===== config.mk =====
export PLATFORM = sky130hd
export DESIGN_NAME = rackctl_txn_wbm
export DESIGN_NICKNAME = d
export VERILOG_FILES = /design/src/rtl/rackctl_txn_wbm.sv
export SDC_FILE = /design/constraint.sdc
export NUM_CORES = 1
export LEC_CHECK = 0
export ABC_AREA = 1
export BUFFER_PORTS_ARGS = -buffer_cell sky130_fd_sc_hd__clkbuf_2
export CORE_ASPECT_RATIO = 1.25
export CORE_MARGIN = 1
export CORE_UTILIZATION = 45
export CTS_CLUSTER_DIAMETER = 100
export DETAILED_ROUTE_END_ITERATION = 7
export GPL_TIMING_DRIVEN = 0
export HOLD_SLACK_MARGIN = 0.12
export PLACE_DENSITY = 0.81
export SLEW_MARGIN = 20
export SYNTH_ARGS = -nofsm -noshare
export SYNTH_HDL_FRONTEND = slang
export SYNTH_SLANG_ARGS = --single-unit

===== constraint.sdc =====
create_clock -name rxclk_i -period 1.3 [get_ports rxclk_i]
set_input_delay 0.26 -clock rxclk_i [delete_from_list [all_inputs] [get_ports rxclk_i]]
set_output_delay 0.26 -clock rxclk_i [all_outputs]
set_load 0.1 [all_outputs]

===== src/rtl/rackctl_txn_wbm.sv =====
// rackctl_txn_wbm: runs one Wishbone-classic single access per rackctl receive transaction.
// Optional: define RACKCTL_TXN_WBM_TIMEOUT_EN to build the access timeout counter and stat_o[2].
module rackctl_txn_wbm #(
    parameter int unsigned ADR_BITS = 22,
    parameter int unsigned TIMEOUT  = 96,
    parameter logic [31:0] ERR_RESP = 32'hBADACCE5
) (
    input  logic                rxclk_i,
    input  logic                rst_n_i,
    input  logic                txn_valid_i,
    input  logic [23:0]         txn_addr_i,
    input  logic [31:0]         txn_data_i,
    output logic                txn_done_o,
    output logic [31:0]         txn_resp_o,
    output logic                wb_cyc_o,
    output logic                wb_stb_o,
    output logic                wb_we_o,
    output logic [ADR_BITS-1:0] wb_adr_o,
    output logic [31:0]         wb_dat_o,
    output logic [3:0]          wb_sel_o,
    input  logic [31:0]         wb_dat_i,
    input  logic                wb_ack_i,
    input  logic                wb_err_i,
    output logic [2:0]          stat_o,
    input  logic                stat_clr_i
);

    if (ADR_BITS == 0 || ADR_BITS > 22 || TIMEOUT == 0 || TIMEOUT >= 120) begin : g_param_check
        $error("rackctl_txn_wbm: ADR_BITS must be 1..22 and TIMEOUT 1..119");
    end

    typedef enum logic [1:0] {
        IDLE,
        ACCESS,
        DONE
    } state_t;

    state_t state;

    // Bit 22 and any address bits above ADR_BITS carry no meaning on the bus.
    logic unused_addr_bits;
    assign unused_addr_bits = ^txn_addr_i[22:ADR_BITS];

    assign wb_sel_o = 4'hF;

`ifdef RACKCTL_TXN_WBM_TIMEOUT_EN
    localparam logic [6:0] TMO_LAST = 7'(TIMEOUT - 1);
    logic [6:0] timer;
`endif

    logic       in_access;
    logic       term_ack;
    logic       term_err;
    logic       term_tmo;
    logic       term_any;
    logic [2:0] stat_set;

    always_comb begin
        // NOTE: every signal gets a value before any conditional override, so no latch is inferred.
        in_access = (state == ACCESS);
        term_ack  = in_access && wb_ack_i;
        term_err  = in_access && !wb_ack_i && wb_err_i;
        term_tmo  = 1'b0;
`ifdef RACKCTL_TXN_WBM_TIMEOUT_EN
        term_tmo  = in_access && !wb_ack_i && !wb_err_i && (timer == TMO_LAST);
`endif
        term_any  = term_ack || term_err || term_tmo;
        stat_set  = {term_tmo, term_err, txn_valid_i && (state != IDLE)};
    end

    // NOTE: non-blocking assignments only, so every output is a flop that updates together on the edge.
    always_ff @(posedge rxclk_i or negedge rst_n_i) begin
        if (!rst_n_i) begin
            state      <= IDLE;
            wb_cyc_o   <= 1'b0;
            wb_stb_o   <= 1'b0;
            wb_we_o    <= 1'b0;
            wb_adr_o   <= '0;
            wb_dat_o   <= 32'h0;
            txn_done_o <= 1'b0;
            txn_resp_o <= 32'h0;
            stat_o     <= 3'b000;
`ifdef RACKCTL_TXN_WBM_TIMEOUT_EN
            timer      <= 7'd0;
`endif
        end else begin
            txn_done_o <= 1'b0;
            // A set event in the same cycle as the clear survives it.
            stat_o     <= (stat_clr_i ? 3'b000 : stat_o) | stat_set;

            unique case (state)
                IDLE: begin
                    if (txn_valid_i) begin
                        wb_adr_o <= txn_addr_i[ADR_BITS-1:0];
                        wb_we_o  <= ~txn_addr_i[23];
                        wb_dat_o <= txn_data_i;
                        wb_cyc_o <= 1'b1;
                        wb_stb_o <= 1'b1;
                        state    <= ACCESS;
                    end
                end

                ACCESS: begin
`ifdef RACKCTL_TXN_WBM_TIMEOUT_EN
                    timer <= timer + 7'd1;
`endif
                    if (term_any) begin
                        wb_cyc_o   <= 1'b0;
                        wb_stb_o   <= 1'b0;
                        txn_done_o <= 1'b1;
                        txn_resp_o <= term_ack ? (wb_we_o ? 32'h0 : wb_dat_i) : ERR_RESP;
                        state      <= DONE;
                    end
                end

                DONE: begin
`ifdef RACKCTL_TXN_WBM_TIMEOUT_EN
                    timer <= 7'd0;
`endif
                    state <= IDLE;
                end

                default: state <= IDLE;
            endcase
        end
    end

endmodule

==> flow_metrics.py <==
metrics = {
    "floorplanning": {
        "core_um2": 8190,
        "io_pins": 191,
        "die_h_um": 105,
        "die_w_um": 84.2,
        "dieArea_um2": 8810,
        "start_util_pct": 46.3,
        "rows": 37,
    },
    "route": {
        "wl_met3_um": 1100,
        "wl_met1_um": 4690,
        "viasPerCell": 5.10,
        "drt_iter0_markers": 289,
        "met2_length_um": 7250,
        "wl_per_cell_um": 16.7,
        "firstDrtPassIters": 8,
        "postRouteAntennaNets": 0,
        "drc": 36,
        "vias": 4158,
        "wirelength_um": 13600,
        "highest_layer": "met4",
    },
    "clock_tree": {
        "cts_root_buffer": "clkbuf_8",
        "cts_max_level": 3,
        "tritoncts": "done",
        "cts_made_buffers": 9,
        "max-clock-path-buffers": 2,
        "clkSinkCount": 93,
        "path_clk_slew_ns": 0.09,
        "clock_latency_ns": 0.35,
    },
    "yosys": {
        "ys_seq_area_share_pct": 61.3,
        "syn_avg_cell_area_um2": 8.50,
        "synth.top_cell.area_share_pct": 61.3,
        "yosysWarnings": 0,
        "synth_most_common_cell": "nand2_1",
        "synth_edf_count": 0,
        "synthCells": 447,
        "netlist_top_cells_area": "dfrtp_1 61%, nand2_1 26%, nand3_1 4.3%",
        "netlist_area_um2": 3800,
        "synth_flop_cell": "dfrtp_1",
        "synth-seq-cells": 93,
        "synth_area_leader_cell": "dfrtp_1",
        "async_flop_share_pct": 100,
        "synthTopCellsByCount": "268 x nand2_1, 93 x dfrtp_1, 33 x nand3_1, 16 x buf_4, 11 x buf_2",
        "synth_cell_types": 17,
    },
    "timing": {
        "fmax_ghz": 0.700,
        "fin_crit_ns": 1.43,
        "grt_setup_unrepaired": "true",
        "worst_pin_slew_ns": 0.726,
        "fin_skew_ns": 0.00577,
        "drv_slew": 0,
        "relSlewSlack_pct": 51.6,
        "timing_hold_violations_final": 0,
        "worst_slack_ns": -0.128,
        "period_share_pct": 110,
        "setup_viol": 3,
    },
    "worst_setup_path": {
        "rr_endpoint": "wb_adr_o[2]",
        "crit_path_cell_trace": "buf_6 -> clkbuf_16",
        "r2r-start": "state[0]",
        "worstRegToRegCells": 6,
        "worstPathArrival_ns": 1.17,
        "start_kind": "flip-flop",
        "crit_family": "flip-flops",
        "worst-path-max-fanout": 2,
        "required_ns": 1.04,
        "cp-end-kind": "output port",
        "slowest_stage": "dfrtp_4",
        "cp-startpoint": "wb_stb_o",
        "critPathKind": "reg -> out",
        "r2r_setup_slack_ns": 0.04,
        "cp.buffers_inverters": 2,
        "critPathMaxStageDelay_ns": 0.50,
    },
    "global_route": {
        "grt-ovfl-total": 0,
        "antenna_found_initial": 0,
        "grt_pass1_wl_um": 20600,
        "grt_pass1_vias": 4274,
        "grt_start_max_net_pins": 94,
        "grt.total_usage_pct": 30.5,
    },
    "hold_path": {
        "min_from": "wb_dat_i[9]",
        "hold_depth": 3,
        "hold_end": "txn_resp_o[9]",
        "hold_path.class": "in -> reg",
    },
    "outcome": {
        "failed_checks": "DRC, setup timing",
        "outcome": "finished with violations",
    },
    "final_layout": {
        "drive_gt1_share_pct": 35.0,
        "utilization_pct": 81.7,
        "final_area_um2": 6690,
        "diodes": 0,
        "fillCellCount": 447,
        "fin_nets": 807,
        "syn_to_final_growth_pct": 76.3,
    },
    "job": {
        "max-cap-violations": 0,
    },
    "placed_design": {
        "port_buffers": 184,
        "place_area_um2": 4870,
        "hpwl_um": 6980,
        "routabilityCongestion": 0.865,
    },
}
[worst max path at each step]
stage / endpoint / slack [ns] / cells past startpoint
final: wb_stb_o / -0.13 / 2
after global routing: wb_stb_o / -0.17 / 2
after CTS: wb_stb_o / -0.15 / 2
after detailed placement: txn_resp_o[4] / 0.01 / 4
after global placement: wb_we_o / -1.40 / 1
after floorplan: txn_resp_o[12] / 0.04 / 4
[per-layer routing]
layer  vias up  global-route usage (%)
met5         -                       0
met4         0                    16.4
met3        56                    8.77
met2       247                    55.0
met1      1972                    31.6
li1       1883                       -
[registers in the layout (all words and copies together), names as in the netlist]
signal      cells
state           2
stat_o          2
txn_done_o      1
wb_adr_o       22
wb_dat_o       32
txn_resp_o     32
wb_stb_o        1
wb_we_o         1
[layout by cell type, fill, tap and decap left out, types with 2 or more instances in the layout]
cell type | synthesis | routed
buf_12 | 0 | 4
buf_2 | 11 | 6
buf_4 | 16 | 20
buf_6 | 0 | 6
buf_8 | 0 | 9
clkbuf_1 | 3 | 3
clkbuf_16 | 0 | 4
clkbuf_2 | 0 | 93
clkbuf_8 | 0 | 92
conb_1 | 2 | 5
dfrtp_1 | 93 | 90
dfrtp_4 | 0 | 2
dlygate4sd3_1 | 0 | 59
inv_1 | 7 | 6
inv_2 | 2 | 2
nand2_1 | 268 | 265
nand2_2 | 1 | 3
nand3_1 | 33 | 33
nor2_1 | 2 | 2
nor2_4 | 0 | 3
o21ai_0 | 2 | 2
[cells by family (layout without fill, tap and decap cells)]
kind of cell           count (synthesis)  count (layout)  synth area share (%)
AND/OR/NAND/NOR                      307             307                  31.7
flip-flops                            93              93                  61.3
buffers and inverters                 39             307                  5.80
AO/OA/AOI/OAI                          6               6                  1.02
other                                  2               5                 0.198
[stage by stage]
stage / TNS [ns] / cells / setup slack (ns) / hold WS [ns]
floorplan: 0 / 450 / 0.0388 / -0.0356
global placement: -99.23 / 731 / -1.40 / 0.449
detailed placement: 0 / 731 / 0.0109 / 0.380
CTS: -0.332 / 806 / -0.153 / 0.121
global route: -0.542 / 815 / -0.166 / 0.135
finish: -0.263 / 815 / -0.128 / 0.144
[timing repair]
item | CTS | global route
endpoints found under the hold margin | 152 | 0
cloned | 0 | 2
setup buffers | 0 | 7
hold buffers | 59 | 0
pin swaps | 0 | 3
gates resized for setup | 186 | 52
setup endpoints to repair | 93 | 90
[worst register-to-register path, cell delays in order (launching register included)]
cell     delay, ns
dfrtp_1       0.43
nor2_4        0.16
nand2_4       0.11
buf_8         0.16
buf_6         0.14
nand2_1       0.08
nand2_1       0.07
[cell type report]
type | count | area (µm²) | share of cell area [%]
multi-input combinational | 318 | 1290 | 19.3
sequential | 93 | 2340 | 34.9
tap | 97 | 121 | 1.81
inverter | 9 | 38.8 | 0.579
buffer | 30 | 243 | 3.63
clock buffer | 15 | 176 | 2.64
clock inverter | 1 | 5.00 | 0.0748
timing repair buffer | 252 | 2480 | 37.1
Power is left out: the tool's default activity adds up to more than one toggle a clock period on the data nets, which glitch-free logic cannot reach.
